--- src/rtl/lite16_pkg.sv ---
// lite16_pkg: shared sequencer states, opcode class encodings and trap causes
package lite16_pkg;
  typedef enum logic [2:0] {IDLE, FETCH, DECODE, EXEC, MEMA, WB, TRAP} state_t;
  typedef struct packed {logic ri, cmp, mem, ld, st, jmp, fn;} cls_t;
  localparam logic [3:0] OP_CMP = 4'b1000, OP_LD = 4'b1001, OP_ST = 4'b1010, OP_JMP = 4'b1011;
  localparam logic [1:0] TC_NONE = 2'b00, TC_ILL = 2'b01, TC_FETCH = 2'b10, TC_DATA = 2'b11;
endpackage

--- src/rtl/opcode_decoder.sv ---
// opcode_decoder: combinational class decode of the top four opcode bits
module opcode_decoder import lite16_pkg::*; (
  input  logic [3:0] top,
  output cls_t       cls,
  output logic       ill
);
  always_comb begin
    cls = '0;
    cls.fn = !top[3];
    cls.ri = !top[3] && top[2];
    cls.cmp = top == OP_CMP;
    cls.ld = top == OP_LD;
    cls.st = top == OP_ST;
    cls.mem = (top == OP_LD) || (top == OP_ST);
    cls.jmp = top == OP_JMP;
  end
  assign ill = top[3] && top[2];
endmodule

--- src/rtl/seq_control_unit.sv ---
// seq_control_unit: multi-cycle fetch/decode/execute sequencer with memory timeout traps
module seq_control_unit import lite16_pkg::*; #(
  parameter int OPW = 4,
  parameter int TMO = 16,
  parameter int CNT_W = 16
) (
  input  logic             clk,
  input  logic             rst_n,
  input  logic             run,
  input  logic [OPW-1:0]   codeop,
  input  logic             mem_ready,
  input  logic             trap_clr,
  output logic             ri,
  output logic             cmp,
  output logic             mem,
  output logic             ld,
  output logic             st,
  output logic             jmp,
  output logic             fn,
  output logic [OPW-2:0]   fn_sel,
  output logic             mem_req,
  output logic             mem_we,
  output logic             ir_we,
  output logic             pc_we,
  output logic             pc_jump,
  output logic             reg_we,
  output logic             flags_we,
  output logic             busy,
  output logic             trap,
  output logic [1:0]       trap_cause,
  output logic [CNT_W-1:0] retired
);
  localparam int WW = $clog2(TMO);
  state_t state, state_nx;
  cls_t dec, cls;
  logic dec_ill, tmo, ret;
  logic [WW-1:0] wcnt;
  opcode_decoder u_dec (.top(codeop[OPW-1:OPW-4]), .cls(dec), .ill(dec_ill));
  // mem_ready in the last allowed cycle still completes the access
  assign tmo = !mem_ready && wcnt == WW'(TMO - 1);
  assign ret = state == EXEC || state == WB || (state == MEMA && cls.st && mem_ready);
  always_ff @(posedge clk or negedge rst_n)
    if (!rst_n) begin
      state <= IDLE;
      cls <= '0;
      fn_sel <= '0;
      wcnt <= '0;
      trap_cause <= TC_NONE;
      retired <= '0;
    end else begin
      state <= state_nx;
      wcnt <= state_nx != state ? '0 : (state == FETCH || state == MEMA) && !mem_ready ? wcnt + WW'(1) : wcnt;
      if (state == DECODE) begin
        cls <= dec;
        fn_sel <= codeop[OPW-2:0];
      end else if (state_nx == FETCH || state_nx == IDLE) begin
        cls <= '0;
        fn_sel <= '0;
      end
      if (state_nx == TRAP && state != TRAP)
        trap_cause <= state == DECODE ? TC_ILL : state == FETCH ? TC_FETCH : TC_DATA;
      else if (state == TRAP && trap_clr)
        trap_cause <= TC_NONE;
      retired <= retired + CNT_W'(ret);
    end
  always_comb begin
    state_nx = state;
    case (state)
      IDLE:    state_nx = run ? FETCH : IDLE;
      FETCH:   state_nx = mem_ready ? DECODE : tmo ? TRAP : FETCH;
      DECODE:  state_nx = dec_ill ? TRAP : dec.mem ? MEMA : EXEC;
      EXEC:    state_nx = run ? FETCH : IDLE;
      MEMA:    state_nx = mem_ready ? (cls.ld ? WB : run ? FETCH : IDLE) : tmo ? TRAP : MEMA;
      WB:      state_nx = run ? FETCH : IDLE;
      TRAP:    state_nx = trap_clr ? IDLE : TRAP;
      default: state_nx = IDLE;
    endcase
  end
  always_comb begin
    {ri, cmp, mem, ld, st, jmp, fn} = cls;
    mem_req = state == FETCH || state == MEMA;
    mem_we = state == MEMA && cls.st;
    ir_we = state == FETCH && mem_ready;
    pc_we = ret;
    pc_jump = state == EXEC && cls.jmp;
    reg_we = (state == EXEC && cls.fn) || state == WB;
    flags_we = state == EXEC && cls.cmp;
    busy = state != IDLE && state != TRAP;
    trap = state == TRAP;
  end
endmodule

--- config.mk ---
export PLATFORM = sky130hd
export DESIGN_NAME = seq_control_unit
export DESIGN_NICKNAME = d
export VERILOG_FILES = /design/src/rtl/lite16_pkg.sv /design/src/rtl/opcode_decoder.sv /design/src/rtl/seq_control_unit.sv
export SDC_FILE = /design/constraint.sdc
export NUM_CORES = 1
export LEC_CHECK = 0
export BUFFER_PORTS_ARGS = -buffer_cell sky130_fd_sc_hd__buf_2
export CAP_MARGIN = 20
export CELL_PAD_IN_SITES_DETAIL_PLACEMENT = 1
export CELL_PAD_IN_SITES_GLOBAL_PLACEMENT = 2
export CORE_MARGIN = 3
export CORE_UTILIZATION = 30
export CTS_BUF_LIST = sky130_fd_sc_hd__clkbuf_4 sky130_fd_sc_hd__clkbuf_8
export DETAILED_ROUTE_END_ITERATION = 10
export GPL_ROUTABILITY_DRIVEN = 1
export PLACE_DENSITY_LB_ADDON = 0.05
export SYNTH_ARGS = -nofsm -noshare
export SYNTH_HDL_FRONTEND = slang
export SYNTH_HIERARCHICAL = 1
export SYNTH_SLANG_ARGS = --single-unit
export TNS_END_PERCENT = 5
--- constraint.sdc ---
create_clock -name clk -period 2.2 [get_ports clk]
set_input_delay 0.44 -clock clk [delete_from_list [all_inputs] [get_ports clk]]
set_output_delay 0.44 -clock clk [all_outputs]
set_load 0.1 [all_outputs]
==> qor.yml <==
status: "complete, no violations"
multi_input_area_mm2: 0.00102
hold_buffers: 0
dpl.hpwl_um: 3830
ant_nets: 0
p_switching_mw: 1.80
antenna_cells: 0
coreArea_mm2: 0.00599
synthesis.area_mm2: 0.00187
synth_top_area_share_pct: 46.9
worst_pin_slew_ns: 0.488
grt_start_max_net_pins: 21
synth-async-reset-ratio_pct: 100
synthToLayoutAreaGrowth_pct: 35.5
cp-start-kind: "flip-flop"
clkPwrFrac_pct: 17.6
setup_tns_ns: 0
crit_path_max_fanout: 4
die_w_um: 84.9
fin_nets: 257
grt_pass1_wl_um: 8070
rsz0062_at_grt: "no"
dieHeight_um: 84.9
holdWs_ns: 0.105
synth_cells: 191
antenna_found_initial: 0
seqCellArea_um2: 881
vias_per_cell: 5.02
combPwrFrac_pct: 56.6
drtPass1Iterations: 4
timing.final.hold_violations: 0
final_core_util_pct: 42.3
drive_gt1_share_pct: 36.2
first_global_vias: 1655
avgSynthCellArea_um2: 9.79
cts_tree: "built"
synth-seq-cells: 35
die-area_mm2: 0.00721
num_vias: 1611
clk_pin_slew_ns: 0.08
synth_ff_type: "dfrtp_1"
fp-row-count: 28
cts.sinks: 35
synth.area.top_cells: "dfrtp_1 (47%), nand2_1 (6.8%), xnor2_1 (4.7%)"
relSlewSlack_pct: 67.7
setup_viol: 0
synth_top_area_cell: "dfrtp_1"
ys_types: 46
post-route-period-util_pct: 96.7
start_util_pct: 31.2
grtUsageTotal_pct: 13.9
cp.required_ns: 1.76
post-cts-setup-buffer-count: 0
post_cts_resized: 0
boundaryPins: 46
worst_setup_path_end_kind: "output port"
period_needed_ns: 2.13
clock_skew_ns: 0.00626
ctsRootBufferMaster: "clkbuf_8"
cap_violations: 0
pwr-share-seq_pct: 25.8
drc: 0
gr-total-overflow: 0
fmax_mhz: 470
drtIter0Drc: 42
io_buffers: 45
synth_seq_area_share_pct: 46.9
critPathKind: "reg -> out"
ctsHtreeMaxLevel: 2
arrival_ns: 1.69
globalplace.congestion: 0.848
p_int_mw: 1.62
syn-num-nets: 203
power.density_mw_per_mm2: 1350
vdd_ir_drop_max_v: 0.00103
yosys_warnings: 6
wl_per_cell_um: 15.2
reg2reg_slack_ns: 0.15
min_path_type: "in -> async"
p_sw_share_pct: 52.6
clkLatencyLatePin_ns: 0.28
p_leak_nw: 1.16
synth_edf_count: 0
slew_viol_final: 0
cts_buffers: 5
nFillCells: 692
cts_buffer_depth: 2
totalWireLength_um: 4890
-- synthesized netlist by cell type, types with 3 or more instances --
cell type	count
dfrtp_1	35
nand2_1	34
nor2_1	13
o21ai_0	13
xnor2_1	10
xor2_1	9
nand3_1	7
nor3b_1	6
nand2b_1	5
nand4_1	4
and3_1	3
buf_2	3
ha_1	3
inv_1	3
mux2i_1	3
nor2b_1	3
-- logic make-up (layout without fill, tap and decap cells) --
family | Yosys count | count (layout) | synth area share (%)
and+or+nand+nor | 94 | 94 | 28.0
adders and majority gates | 3 | 3 | 2.01
AOI/OAI and AO/OA | 27 | 27 | 9.77
xor gates and xnor gates | 19 | 19 | 8.90
muxes | 3 | 3 | 1.61
buffers and inverters | 10 | 65 | 2.81
DFF | 35 | 35 | 46.9
-- power groups by stage --
stage          clock network, mW  logic (mW)  registers [mW]
2_1_floorplan                  0       0.913            1.48
3_3_place_gp                   0        1.94           0.883
3_5_place_dp                   0        1.96           0.895
4_1_cts                    0.627        1.96           0.886
5_1_grt                    0.660        2.05           0.905
6_report                   0.603        1.94           0.882
-- metrics by stage --
stage | power (mW) | instances | setup WS (ns) | instance area, um^2
floorplan | 2.40 | 191 | -0.296 | 1960
finish | 3.42 | 321 | 0.0715 | 2530
detailed placement | 2.85 | 313 | 0.0878 | 2410
global route | 3.61 | 321 | 0.00703 | 2530
global placement | 2.82 | 313 | 0.137 | 2410
CTS | 3.47 | 321 | 0.0225 | 2530
-- path summary, 6_finish.rpt --
| path | from | to | cells past startpoint |
|---|---|---|---|
| max | state[1] | busy | 4 |
| min | rst_n | wcnt[0] | 1 |
| max reg2reg | state[1] | retired[10] | 9 |
| min reg2reg | retired[15] | retired[15] | 1 |
| max in group asynchronous | rst_n | retired[6] | 2 |
| min in group clk | codeop[2] | fn_sel[2] | 3 |
-- final cells by class --
| class | count | area share, % |
|---|---|---|
| Multi-Input combinational cell | 146 | 40.1 |
| Sequential cell | 35 | 34.8 |
| Timing Repair Buffer | 54 | 16.3 |
| Tap cell | 75 | 3.71 |
| Clock buffer | 6 | 3.26 |
| Clock inverter | 2 | 1.38 |
| Inverter | 3 | 0.445 |
-- metal layers --
metal	GRT usage (%)	wire length (um)	vias to the layer above
li1	-	-	768
met1	17.2	2070	797
met2	24.9	2560	40
met3	2.52	206	6
met4	3.45	49	0
met5	0	0	-
-- layout by cell type (no fill, tap or decap), drive strengths merged, types with 4 or more instances in the layout --
cell	netlist	final
buf	5	54
dfrtp	35	35
nand2	34	34
nor2	14	14
o21ai	14	14
xnor2	10	10
xor2	9	9
nand3	8	8
nor3b	8	8
clkbuf	2	6
nand2b	6	6
nand4	4	4
-- worst max-delay path, stage by stage (launching register included) --
cell and delay (ns):
dfrtp_1 0.39, nor2b_1 0.15, buf_4 0.14, or3b_2 0.43
buf_2 0.30
-- registers in the layout (all words and copies together) (netlist names), 2 cells and up --
| signal | count |
|---|---|
| state | 3 |
| wcnt | 4 |
| trap_cause | 2 |
| fn_sel | 3 |
| retired | 16 |
No activity file was read; power rests on OpenSTA's default activity.
